[src/rtl/jtag_bridge_pkg.sv]
// jtag_bridge_pkg
// Shared types and constants for the JTAG stream bridge: the bus-sequencing
// state enum, the jtag_uart register map and field positions, and the
// credit clamp used when loading WSPACE into the 8-bit credit counter.
package jtag_bridge_pkg;

    typedef enum logic [1:0] {
        IDLE    = 2'd0,
        RD_DATA = 2'd1,
        RD_CTRL = 2'd2,
        WR      = 2'd3
    } state_e;

    localparam logic ADDR_DATA  = 1'b0;
    localparam logic ADDR_CTRL  = 1'b1;
    localparam int   RVALID_BIT = 15;
    localparam int   WSPACE_LSB = 16;
    localparam int   WSPACE_MSB = 31;

    // The credit counter is 8 bits wide; larger WSPACE values saturate.
    function automatic logic [7:0] clamp_credits(input logic [15:0] wspace);
        return (wspace > 16'd255) ? 8'hFF : wspace[7:0];
    endfunction

endpackage

[src/rtl/sync_fifo.sv]
// sync_fifo
// Single-clock FIFO with extra-MSB pointers so full/empty and the level
// fall out of pointer arithmetic.  A push and a pop in the same cycle are
// both honoured even when full (the slot being read is the one refilled)
// or empty (the pushed word passes straight through to data_o).
// Ports:
//   clk_i, rst_i      clock, asynchronous active-high reset
//   push_i, data_i    write request and word
//   pop_i, data_o     read request and head word
//   full_o, empty_o   status flags
//   level_o           number of stored words (0..DEPTH)
module sync_fifo #(
    parameter int WIDTH = 8,
    parameter int DEPTH = 16
) (
    input  logic                     clk_i,
    input  logic                     rst_i,
    input  logic                     push_i,
    input  logic [WIDTH-1:0]         data_i,
    input  logic                     pop_i,
    output logic [WIDTH-1:0]         data_o,
    output logic                     full_o,
    output logic                     empty_o,
    output logic [$clog2(DEPTH):0]   level_o
);
    localparam int AW = $clog2(DEPTH);

    logic [WIDTH-1:0] mem_q [DEPTH];
    logic [AW:0]      wr_ptr_q, wr_ptr_d;
    logic [AW:0]      rd_ptr_q, rd_ptr_d;
    logic             do_push, do_pop;

    assign empty_o = (wr_ptr_q == rd_ptr_q);
    assign full_o  = (wr_ptr_q[AW] != rd_ptr_q[AW]) &&
                     (wr_ptr_q[AW-1:0] == rd_ptr_q[AW-1:0]);
    assign level_o = wr_ptr_q - rd_ptr_q;

    // On empty, a simultaneous push/pop is a pure pass-through: nothing stored.
    assign do_push = push_i && (!full_o || pop_i) && !(empty_o && pop_i);
    assign do_pop  = pop_i && !empty_o;
    assign data_o  = empty_o ? data_i : mem_q[rd_ptr_q[AW-1:0]];

    assign wr_ptr_d = wr_ptr_q + (AW+1)'(do_push);
    assign rd_ptr_d = rd_ptr_q + (AW+1)'(do_pop);

    always_ff @(posedge clk_i) begin
        if (do_push) begin
            mem_q[wr_ptr_q[AW-1:0]] <= data_i;
        end
    end

    always_ff @(posedge clk_i or posedge rst_i) begin
        if (rst_i) begin
            wr_ptr_q <= '0;
            rd_ptr_q <= '0;
        end else begin
            wr_ptr_q <= wr_ptr_d;
            rd_ptr_q <= rd_ptr_d;
        end
    end

endmodule

[src/rtl/jtag_stream_bridge.sv]
// jtag_stream_bridge
// Bridges multi-byte valid/ready streams to the jtag_uart Avalon-MM slave.
// TX words are queued and written LSB byte first, only against credits read
// from the control register's WSPACE field, so no write is ever dropped.
// RX bytes are polled from the data register and assembled LSB first into
// words; the data register is never read while the RX FIFO is full.
// Ports:
//   Clk, Reset                       clock, asynchronous active-high reset
//   tx_data/tx_valid/tx_ready        user TX word stream
//   rx_data/rx_valid/rx_ready        user RX word stream
//   tx_level, rx_level               FIFO occupancy in words
//   av_*                             Avalon-MM master to the jtag_uart
//
// state   | meaning
// IDLE    | choose the next bus turn (round-robin RX/TX)
// RD_DATA | reading the data register, up to RX_BURST times per turn
// RD_CTRL | reading the control register to load write credits
// WR      | writing TX bytes while credits and words remain
module jtag_stream_bridge
    import jtag_bridge_pkg::*;
#(
    parameter int DATA_BYTES = 4,
    parameter int TX_DEPTH   = 16,
    parameter int RX_DEPTH   = 16,
    parameter int RX_BURST   = 8
) (
    input  logic                       Clk,
    input  logic                       Reset,
    input  logic [8*DATA_BYTES-1:0]    tx_data,
    input  logic                       tx_valid,
    output logic                       tx_ready,
    output logic [8*DATA_BYTES-1:0]    rx_data,
    output logic                       rx_valid,
    input  logic                       rx_ready,
    output logic [$clog2(TX_DEPTH):0]  tx_level,
    output logic [$clog2(RX_DEPTH):0]  rx_level,
    output logic                       av_address,
    output logic                       av_read_n,
    output logic                       av_write_n,
    output logic [31:0]                av_writedata,
    input  logic [31:0]                av_readdata,
    input  logic                       av_waitrequest
);
    localparam int W    = 8 * DATA_BYTES;
    localparam int IW   = (DATA_BYTES > 1) ? $clog2(DATA_BYTES) : 1;
    localparam int BW   = $clog2(RX_BURST + 1);
    localparam int TXLW = $clog2(TX_DEPTH) + 1;
    localparam int RXLW = $clog2(RX_DEPTH) + 1;
    localparam logic [IW-1:0] LAST_IDX   = IW'(DATA_BYTES - 1);
    localparam logic [BW-1:0] LAST_BURST = BW'(RX_BURST - 1);

    state_e         state_q, state_d;
    logic           turn_q, turn_d;          // 0: RX has priority, 1: TX
    logic [IW-1:0]  rx_k_q, rx_k_d;
    logic [W-1:0]   rx_word_q, rx_word_d;
    logic [IW-1:0]  tx_j_q, tx_j_d;
    logic [7:0]     credits_q, credits_d;
    logic [BW-1:0]  burst_q, burst_d;

    logic           tx_push, tx_pop, tx_full, tx_empty;
    logic [W-1:0]   tx_head;
    logic           rx_push, rx_pop, rx_full, rx_empty;
    logic [W-1:0]   rx_word_ins;
    logic           rx_space_after, tx_empty_after;
    logic [7:0]     tx_byte;
    logic           unused_rd;

    assign unused_rd = ^av_readdata[RVALID_BIT-1:8];

    assign tx_ready = !tx_full;
    assign tx_push  = tx_valid && tx_ready;
    assign rx_valid = !rx_empty;
    assign rx_pop   = rx_valid && rx_ready;

    sync_fifo #(.WIDTH(W), .DEPTH(TX_DEPTH)) u_tx_fifo (
        .clk_i   (Clk),
        .rst_i   (Reset),
        .push_i  (tx_push),
        .data_i  (tx_data),
        .pop_i   (tx_pop),
        .data_o  (tx_head),
        .full_o  (tx_full),
        .empty_o (tx_empty),
        .level_o (tx_level)
    );

    sync_fifo #(.WIDTH(W), .DEPTH(RX_DEPTH)) u_rx_fifo (
        .clk_i   (Clk),
        .rst_i   (Reset),
        .push_i  (rx_push),
        .data_i  (rx_word_ins),
        .pop_i   (rx_pop),
        .data_o  (rx_data),
        .full_o  (rx_full),
        .empty_o (rx_empty),
        .level_o (rx_level)
    );

    always_comb begin
        state_d      = state_q;
        turn_d       = turn_q;
        rx_k_d       = rx_k_q;
        rx_word_d    = rx_word_q;
        tx_j_d       = tx_j_q;
        credits_d    = credits_q;
        burst_d      = burst_q;
        rx_push      = 1'b0;
        tx_pop       = 1'b0;
        av_address   = ADDR_DATA;
        av_read_n    = 1'b1;
        av_write_n   = 1'b1;
        av_writedata = 32'h0;
        tx_byte      = tx_head[{tx_j_q, 3'b000} +: 8];
        rx_word_ins  = rx_word_q;
        rx_word_ins[{rx_k_q, 3'b000} +: 8] = av_readdata[7:0];
        // A pop racing this push is ignored, so a burst may stop one word early.
        rx_space_after = !rx_push || (rx_level < RXLW'(RX_DEPTH - 1));
        tx_empty_after = 1'b0;

        case (state_q)
            IDLE: begin
                if (!rx_full && (!turn_q || tx_empty)) begin
                    state_d = RD_DATA;
                    burst_d = '0;
                    turn_d  = 1'b1;
                end else if (!tx_empty) begin
                    state_d = RD_CTRL;
                    turn_d  = 1'b0;
                end
            end
            RD_DATA: begin
                av_read_n = 1'b0;
                if (!av_waitrequest) begin
                    if (av_readdata[RVALID_BIT]) begin
                        if (rx_k_q == LAST_IDX) begin
                            rx_push   = 1'b1;
                            rx_k_d    = '0;
                            rx_word_d = '0;
                        end else begin
                            rx_k_d    = rx_k_q + 1'b1;
                            rx_word_d = rx_word_ins;
                        end
                        rx_space_after = !rx_push || (rx_level < RXLW'(RX_DEPTH - 1));
                        if (rx_space_after && (burst_q != LAST_BURST)) begin
                            burst_d = burst_q + 1'b1;
                        end else begin
                            state_d = IDLE;
                        end
                    end else begin
                        state_d = IDLE;
                    end
                end
            end
            RD_CTRL: begin
                av_read_n  = 1'b0;
                av_address = ADDR_CTRL;
                if (!av_waitrequest) begin
                    credits_d = clamp_credits(av_readdata[WSPACE_MSB:WSPACE_LSB]);
                    state_d   = (credits_d != 8'd0) ? WR : IDLE;
                end
            end
            WR: begin
                av_write_n   = 1'b0;
                av_writedata = {24'h0, tx_byte};
                if (!av_waitrequest) begin
                    credits_d = credits_q - 1'b1;
                    if (tx_j_q == LAST_IDX) begin
                        tx_pop = 1'b1;
                        tx_j_d = '0;
                    end else begin
                        tx_j_d = tx_j_q + 1'b1;
                    end
                    tx_empty_after = tx_pop && !tx_push && (tx_level == TXLW'(1));
                    if ((credits_q == 8'd1) || tx_empty_after) begin
                        state_d = IDLE;
                    end
                end
            end
            default: state_d = IDLE;
        endcase
    end

    always_ff @(posedge Clk or posedge Reset) begin
        if (Reset) begin
            state_q   <= IDLE;
            turn_q    <= 1'b0;
            rx_k_q    <= '0;
            rx_word_q <= '0;
            tx_j_q    <= '0;
            credits_q <= '0;
            burst_q   <= '0;
        end else begin
            state_q   <= state_d;
            turn_q    <= turn_d;
            rx_k_q    <= rx_k_d;
            rx_word_q <= rx_word_d;
            tx_j_q    <= tx_j_d;
            credits_q <= credits_d;
            burst_q   <= burst_d;
        end
    end

endmodule
[config.mk]
export PLATFORM = sky130hd
export DESIGN_NAME = jtag_stream_bridge
export DESIGN_NICKNAME = d
export VERILOG_FILES = /design/src/rtl/jtag_bridge_pkg.sv /design/src/rtl/sync_fifo.sv /design/src/rtl/jtag_stream_bridge.sv
export SDC_FILE = /design/constraint.sdc
export NUM_CORES = 1
export LEC_CHECK = 0
export CAP_MARGIN = 20
export CORE_UTILIZATION = 40
export CTS_CLUSTER_SIZE = 10
export DETAILED_ROUTE_END_ITERATION = 7
export HOLD_SLACK_MARGIN = 0.05
export SLEW_MARGIN = 20
export SYNTH_ARGS = -nofsm -noshare
export SYNTH_HDL_FRONTEND = slang
export SYNTH_HIERARCHICAL = 1
export SYNTH_SLANG_ARGS = --single-unit
[constraint.sdc]
create_clock -name Clk -period 9.2 [get_ports Clk]
set_clock_uncertainty 0.15 [all_clocks]
set_input_delay 1.84 -clock Clk [delete_from_list [all_inputs] [get_ports Clk]]
set_output_delay 1.84 -clock Clk [all_outputs]
set_load 0.02 [all_outputs]
==> results of run 1 <==
## layout make-up
cell class	instances	area, um^2
Antenna cell	1	2.50
Clock buffer	184	3320
Clock inverter	8	143
Fill cell	9213	58500
Inverter	78	293
Multi-Input combinational cell	1157	11100
Sequential cell	1095	32500
Tap cell	1476	1850
Timing Repair Buffer	201	1840
## per-stage QoR
step                power (mW)  util (%)  cell area, um^2
finish                    14.3      46.6            51100
global route              14.9      46.6            51100
CTS                       14.4      46.6            51000
detailed placement        10.1      43.4            47600
global placement          10.0      43.4            47600
floorplan                 8.75         -            44600
## flip-flops by register name (all words and copies together) (netlist names)
name / flops
u_tx_fifo/rd_ptr_q: 5
rx_word_q: 32
credits_q: 8
u_rx_fifo/mem_q: 512
u_rx_fifo/rd_ptr_q: 5
u_tx_fifo/mem_q: 512
u_rx_fifo/wr_ptr_q: 5
turn_q: 1
tx_j_q: 2
u_tx_fifo/wr_ptr_q: 5
burst_q: 4
state_q: 2
rx_k_q: 2
## worst max-delay path: cells and delay by family, from the launching register on
kind / cells / cell delay, ps
flops: 1 / 1150
fa+ha+maj: 1 / 380
simple gates: 4 / 1030
compound gates: 1 / 310
buf+inv: 3 / 1310
mux: 1 / 300
## synthesized netlist by cell type (5+ instances only)
library cell | n | share of area, %
sky130_fd_sc_hd__nand2_1 | 58 | 0.49
sky130_fd_sc_hd__buf_6 | 6 | 0.15
sky130_fd_sc_hd__nand3b_1 | 7 | 0.12
sky130_fd_sc_hd__nor2_1 | 91 | 0.77
sky130_fd_sc_hd__o21ai_0 | 39 | 0.44
sky130_fd_sc_hd__and2_1 | 10 | 0.14
sky130_fd_sc_hd__a211oi_1 | 65 | 1.1
sky130_fd_sc_hd__nor2b_1 | 5 | 0.070
sky130_fd_sc_hd__buf_1 | 5 | 0.042
sky130_fd_sc_hd__mux2i_1 | 259 | 5.8
sky130_fd_sc_hd__o22ai_1 | 130 | 1.8
sky130_fd_sc_hd__buf_12 | 6 | 0.27
sky130_fd_sc_hd__nor3_1 | 20 | 0.22
sky130_fd_sc_hd__mux2_2 | 67 | 1.7
sky130_fd_sc_hd__a2bb2oi_1 | 9 | 0.18
sky130_fd_sc_hd__buf_4 | 38 | 0.64
sky130_fd_sc_hd__nand3_1 | 17 | 0.19
sky130_fd_sc_hd__nor4_1 | 9 | 0.13
sky130_fd_sc_hd__a21oi_1 | 76 | 0.85
sky130_fd_sc_hd__a22o_1 | 24 | 0.47
sky130_fd_sc_hd__xnor2_1 | 16 | 0.31
sky130_fd_sc_hd__ha_1 | 31 | 0.87
sky130_fd_sc_hd__mux4_1 | 30 | 1.8
sky130_fd_sc_hd__edfxtp_1 | 1024 | 69
sky130_fd_sc_hd__mux4_2 | 106 | 5.4
sky130_fd_sc_hd__nand2b_1 | 8 | 0.11
sky130_fd_sc_hd__o211ai_1 | 5 | 0.084
sky130_fd_sc_hd__clkbuf_1 | 76 | 0.64
sky130_fd_sc_hd__buf_2 | 29 | 0.33
sky130_fd_sc_hd__inv_1 | 73 | 0.62
sky130_fd_sc_hd__dfrtp_1 | 71 | 4.0
## metal layers
layer | part of all wire, % | track usage, % | vias to the layer above
li1 | - | - | 10200
met1 | 41 | 23.6 | 12100
met2 | 51 | 32.2 | 676
met3 | 5.6 | 3.38 | 150
met4 | 1.9 | 5.10 | 16
met5 | 0.099 | 0 | -
## logic make-up after synthesis
group	after synthesis	synth area share, %
AO/OA/AOI/OAI	373	5.44
other	1	0.00843
AND/OR/NAND/NOR	243	2.58
XOR/XNOR	22	0.495
flip-flops	1095	73.1
buffers and inverters	240	2.76
adder cells (fa/ha/maj)	33	0.962
multiplexers	462	14.7
## report_power, final
part           leakage, nW  internal (mW)  switching (mW)
Clock                 1.66           2.48            1.83
Sequential            9.99           5.93           0.256
Combinational         4.79           1.63            2.19
## worst max path at each step
stage	startpoint	to	cells past startpoint
6_report	u_tx_fifo/rd_ptr_q[2]	av_writedata[3]	10
5_1_grt	u_tx_fifo/rd_ptr_q[2]	av_writedata[3]	10
2_1_floorplan	av_readdata[15]	u_rx_fifo/mem_q[2][0]	8
4_1_cts	u_tx_fifo/rd_ptr_q[2]	av_writedata[3]	10
3_3_place_gp	av_readdata[0]	rx_data[24]	6
3_5_place_dp	av_readdata[0]	rx_data[24]	6
==> out/results.txt, run 1 <==
The number of gates resized after CTS was 0. The post-CTS setup buffer count was 0; the post-synthesis average cell area was 18.0 um^2. The deepest clock path buffer count is 3.

Setup repair after global routing left no endpoint under its margin. Power density over the cells: 280 nW/um^2. Port buffering added 116 buffers. The endpoint identified for the worst register-to-register timing path is u_rx_fifo/mem_q[3][3]. For hold timing, the worst endpoint is rx_word_q[18].

The flow ran to the end, and the final reports show no timing, DRC or antenna violations. The number of iterations in the first detailed-routing pass is 5, and the die width is 336 um. For the pin with the worst max-slew slack, the measured transition is 1120 ps.

Synthesis instantiated 65 different standard cells from the library. Sequential cells were found to cover 73.1% of the synthesized design area. Synthesis inferred 1095 register bits.

The relative max-transition margin is 25.0%. The tightest hold path in the finished design has a slack of 331 ps. The signed area change from the synthesized netlist to the final layout is 14.8%, and the maximum clock frequency is 138 MHz.

The via count of the first global-routing pass is 23.5k, and the global router's overall resource usage is 18.5%. The data arrival time of the worst path is 5250 ps, and the async set or reset register ratio after synthesis is 6.48%. The final layout contains routed wiring with a total length of 104000 um. TritonCTS built the clock tree. The max-capacitance violation count is 0, and the static leakage power is 16.4 nW. For the largest net degree at the start of global routing, the log shows 104. The worst min-delay path class is flop to flop. Nature of the critical path endpoint: an output pin. Dividing the detail-routed wire length by the instance count gives 24.8 um.

The chip height was 336 um. The worst setup path is of the flop to output pin kind. The max-slew violation count is 0. The logs give 0 for the total congestion overflow and 40.6% for the initial core utilization. For the worst flop-to-flop path, the logic depth is 12.

In the synthesized netlist the dominant register cell turns out to be sky130_fd_sc_hd__edfxtp_1. The tools report the number of CTS-inserted buffers as 121. Setup violations remaining at the end of the flow were counted as 0. The run gives 110000 um^2 as the core box area. The largest single stage delay on the critical path is 1150 ps. The startpoint identified for the worst hold timing path is rx_word_q[18].

Summing over every cut layer, the via total after detailed routing is 23.2k. Hold repair after CTS inserted 0 buffers. The count of flip-flops with a built-in enable after synthesis is 1024.

The Yosys step of the flow raised 6 warnings. For this run, design rule violations remaining after detail routing come to 0. Leaving out filler cells and counting taps, the final layout contains 4200. For the final worst slack, the log shows 1960 ps.

The floorplan has 121 rows. After clock tree synthesis, the clock-pin slew on the worst setup and hold paths is 60 ps. For the clock sink count, the log shows 1095. The detail route stage leaves a number of antenna-violating nets equal to 0.

Counting instances, the worst hold path has a depth of 2. Across the VDD grid, the largest voltage drop is 0.162 mV. The run gives 3 as the number of H-tree levels. Most frequent standard cell in the layout excluding fill and tap cells: sky130_fd_sc_hd__edfxtp_1. The type of origin of the critical path is a flop.

The clock period minus final worst setup slack works out to 7240 ps. The hold violation count in the final report was 0. The detailed-route vias per instance works out to 5.51.

The floorplan step defined a die boundary enclosing 113000 um^2. Dividing the final minimum period by the clock period gives 78.7%. Synthesis produced 2469 cells. The fraction of final layout cells with drive strength greater than 1 came out at 16.5%. The initial antenna violation count was 11; the largest fanout on the critical path was 72. For the worst setup path, the data required time is 7210 ps. The first global-routing pass estimated 153000 um of wire. The routability-driven placement congestion ratio was 0.782. In the layout the commonest cells are 1024 x sky130_fd_sc_hd__edfxtp_1, 259 x sky130_fd_sc_hd__mux2i_1, 130 x sky130_fd_sc_hd__o22ai_1.

Root buffer cell: sky130_fd_sc_hd__clkbuf_16. Setup total negative slack on the finished layout was measured at 0 ps. The worst register-to-register path begins at u_rx_fifo/rd_ptr_q[1]. The worst-path cell with the longest stage delay is sky130_fd_sc_hd__dfrtp_4. The count of nets after finishing came out at 2756. The wire-length estimate of the detail-placed layout is 58000 um. In this run the count of I/O pins placed on the die edge is 148. After synthesis the cells add up to 44500 um^2.

The register-to-register setup slack came out at 3540 ps. The post-placement cell count came out at 4006. The pre-CTS worst setup slack came out at 2570 ps. The worst-skew pair later-pin latency is 720 ps, and the number of violations reported at the end of detailed-routing iteration 0 is 1730. The signal on the critical path passes through inv_1 -> ha_1 -> nand4_1 -> nand2b_2 -> buf_4 -> nor2_1 -> a21oi_1 -> mux4_2 -> and2_1 -> clkdlybuf4s50_1.
No activity file was read; power rests on OpenSTA's default activity.
==> run 2, diff against run 1 <==
==> constraint.sdc (replaced) <==
create_clock -name Clk -period 6.1 [get_ports Clk]
set_clock_uncertainty 0.15 [all_clocks]
set_input_delay 1.22 -clock Clk [delete_from_list [all_inputs] [get_ports Clk]]
set_output_delay 1.22 -clock Clk [all_outputs]
set_load 0.02 [all_outputs]
==> run 2 against run 1 <==
Clock power up 61%; die area unchanged; non-clock buffer count is 38 higher; setup slack worse by 1800 ps; sequential share of layout area shrank 0.80 points; routed wire length increased by 2.5%; combinational power is 56% higher; sequential cell count did not move; power grew 55%; core utilization rose by 0.59 points; via count is 1.5% higher; critical endpoint is now av_writedata[2]; largest cell class unchanged.
==> out/results.txt, run 2 (synthesis gave the netlist of run 1 again) <==
The flow ran to the end, and the final reports show no timing, DRC or antenna violations. The data arrival time of the worst path was 4610 ps; the number of cells traversed by the worst register-to-register path was 11. At the end of the flow, the number of nets in the layout was 2803.

The signed area change from the synthesized netlist to the final layout is 16.2%. The initialized floorplan defines 121 standard-cell rows. The initial antenna violation count was 4; the pin slew with the least headroom to its limit was 1080 ps. Quantity of I/O buffers inserted on ports: 116.

In this run the critical register-to-register path is launched from u_rx_fifo/wr_ptr_q[0]. The chip height was 336 um; the via count of the first global-routing pass was 24.3k. After the first detailed-routing iteration, the DRC count stood at 2082. For the hold violation count in the final report, the log shows 0. The critical path in this run is classified as flop to output pin. The worst register-to-register path ends at u_rx_fifo/mem_q[7][16]. At the later pin of the worst-skew pair, clock insertion delay measures 720 ps.

For the wire length after detailed routing, the log shows 107000 um. For the number of resized instances in the post-cts repair step, the log shows 0. The root buffer cell is sky130_fd_sc_hd__clkbuf_16. Setup repair after global routing left no endpoint under its margin. The critical path buffer and inverter count was 2.

The initial utilization of the core area, before any placement, comes to 40.6%. Entering global routing, the biggest net connects 92 pins. The worst path uses 98.1% of the clock period. The die covers 113000 um^2.

Overall power of the completed layout: 22.2 mW. Along the worst path, the maximum fanout reaches 25. The detailed-route vias per instance works out to 5.55. For the final routed database, the setup TNS stands at 0 ps.

TritonCTS built the clock tree. The tools report the global-route wire length before repair as 157000 um. The tools report the detailed-route via count as 23.5k.

For hold timing, the worst endpoint is rx_word_q[22]. The core box area is 110000 um^2. The setup check on the worst reg-to-reg path leaves a slack of 1210 ps. The tool flagged a number of max-cap violations equal to 0.

Largest delay contributor family on the critical path: buffers and inverters. The run gives 1095 as the clock sink count. The maximum clock frequency came out at 167 MHz.

Leaving out fill and tap cells, the most frequent cells in the layout are 1024 x sky130_fd_sc_hd__edfxtp_1, 259 x sky130_fd_sc_hd__mux2i_1, 136 x sky130_fd_sc_hd__clkbuf_16. The largest single stage delay on the critical path is 850 ps. For the static leakage power, the log shows 16.8 nW. The routability-driven placement congestion ratio was 0.788; the number of iterations in the first detailed-routing pass was 5. The relative max-transition margin was 27.5%; the post-detailed-route count of antenna-violating nets was 0.

The worst path in the final design needs a cycle of 5980 ps, including I/O delays and setup. The worst setup path is captured at an output pin. Counting along the longest clock path gives a buffer depth of 3.

The number of setup buffers added after CTS is 0. The path class of the tightest hold or removal check is flop to flop. At the worst endpoint, the required time is 4730 ps. The fraction of final layout cells with drive strength greater than 1 works out to 18.3%. In the routed design, unresolved DRC markers number 0. The global router's overall resource usage was 19.1%; the I/O pin total was 148. Most frequent standard cell in the layout excluding fill and tap cells: sky130_fd_sc_hd__edfxtp_1.

After global routing the overflow that remains totals 0. The die width works out to 336 um. The wire length per cell was 25.2 um; the worst-case vdd ir drop was 0.375 mV. The worst-path cell with the longest stage delay is sky130_fd_sc_hd__nand3b_1. After clock tree synthesis, the clock-pin slew on the worst setup and hold paths is 60 ps.

The logs give 0 for the max-slew violation count and 4 for the number of H-tree levels. The power density over the cells is 429 nW/um^2. For this design, the CTS-stage hold fixing added 0 buffers. The wire-length estimate of the detail-placed layout is 60800 um. STA classifies the critical path startpoint as a flop.

The run gives 0 as the number of failing setup endpoints in the final timing report. The worst hold path cell count was 2; the number of CTS-inserted buffers was 130. The signal on the critical path passes through nand3b_1 -> buf_4 -> o22ai_1 -> a211oi_1 -> a21oi_1 -> mux4_2 -> and2_1 -> clkdlybuf4s50_1. The startpoint of the tightest hold check path was rx_word_q[22].
==> run 2: worst max path at each step <==
| stage | startpoint | endpoint | cells after the start |
|---|---|---|---|
| 2_1_floorplan | u_rx_fifo/rd_ptr_q[1] | u_rx_fifo/mem_q[6][0] | 14 |
| 3_3_place_gp | u_tx_fifo/rd_ptr_q[2] | av_writedata[3] | 8 |
| 3_5_place_dp | u_tx_fifo/rd_ptr_q[2] | av_writedata[3] | 8 |
| 4_1_cts | u_tx_fifo/rd_ptr_q[2] | av_writedata[2] | 8 |
| 5_1_grt | u_tx_fifo/rd_ptr_q[2] | av_writedata[3] | 8 |
| 6_report | u_tx_fifo/rd_ptr_q[2] | av_writedata[2] | 8 |
==> run 2: area by class of cell <==
cell class	count	area [um^2]
Antenna cell	3	7.51
Timing Repair Buffer	239	2180
Inverter	78	293
Tap cell	1476	1850
Fill cell	9145	57900
Clock inverter	15	209
Clock buffer	176	3560
Multi-Input combinational cell	1157	11100
Sequential cell	1095	32500
==> run 2: report_power, final <==
| part | internal, mW | leakage, nW | switching (mW) |
|---|---|---|---|
| logic | 2.53 | 4.98 | 3.43 |
| registers | 8.95 | 9.98 | 0.314 |
| clock network | 4.13 | 1.83 | 2.83 |
==> run 2: through the flow <==
step           instance area [um^2]  instances  hold slack, ps  utilization, %  worst slack (ps)
2_1_floorplan                 44600       2492             300               -               317
3_3_place_gp                  47900       4045             315            43.7               870
3_5_place_dp                  47900       4045             330            43.7               935
4_1_cts                       51700       4236             342            47.2               116
5_1_grt                       51700       4236             372            47.2              17.4
6_report                      51700       4239             338            47.2               118
==> run 2: worst register-to-register path: stages (launching register included) <==
cell and delay (ps):
sky130_fd_sc_hd__dfrtp_1 700, sky130_fd_sc_hd__inv_1 160, sky130_fd_sc_hd__ha_1 350, sky130_fd_sc_hd__nand4_1 150, sky130_fd_sc_hd__nand2b_2 270, sky130_fd_sc_hd__inv_2 80
sky130_fd_sc_hd__nor2b_1 490, sky130_fd_sc_hd__xnor3_1 370, sky130_fd_sc_hd__o21a_1 160, sky130_fd_sc_hd__nand2_1 380, sky130_fd_sc_hd__nor2_4 740, sky130_fd_sc_hd__buf_4 500
==> run 2: routing by layer <==
metal / vias up / share of wire [%] / GRT usage (%)
li1: 10300 / - / -
met1: 12300 / 42 / 25.3
met2: 704 / 50 / 31.8
met3: 169 / 6.0 / 3.75
met4: 8 / 2.0 / 5.57
met5: - / 0.051 / 0
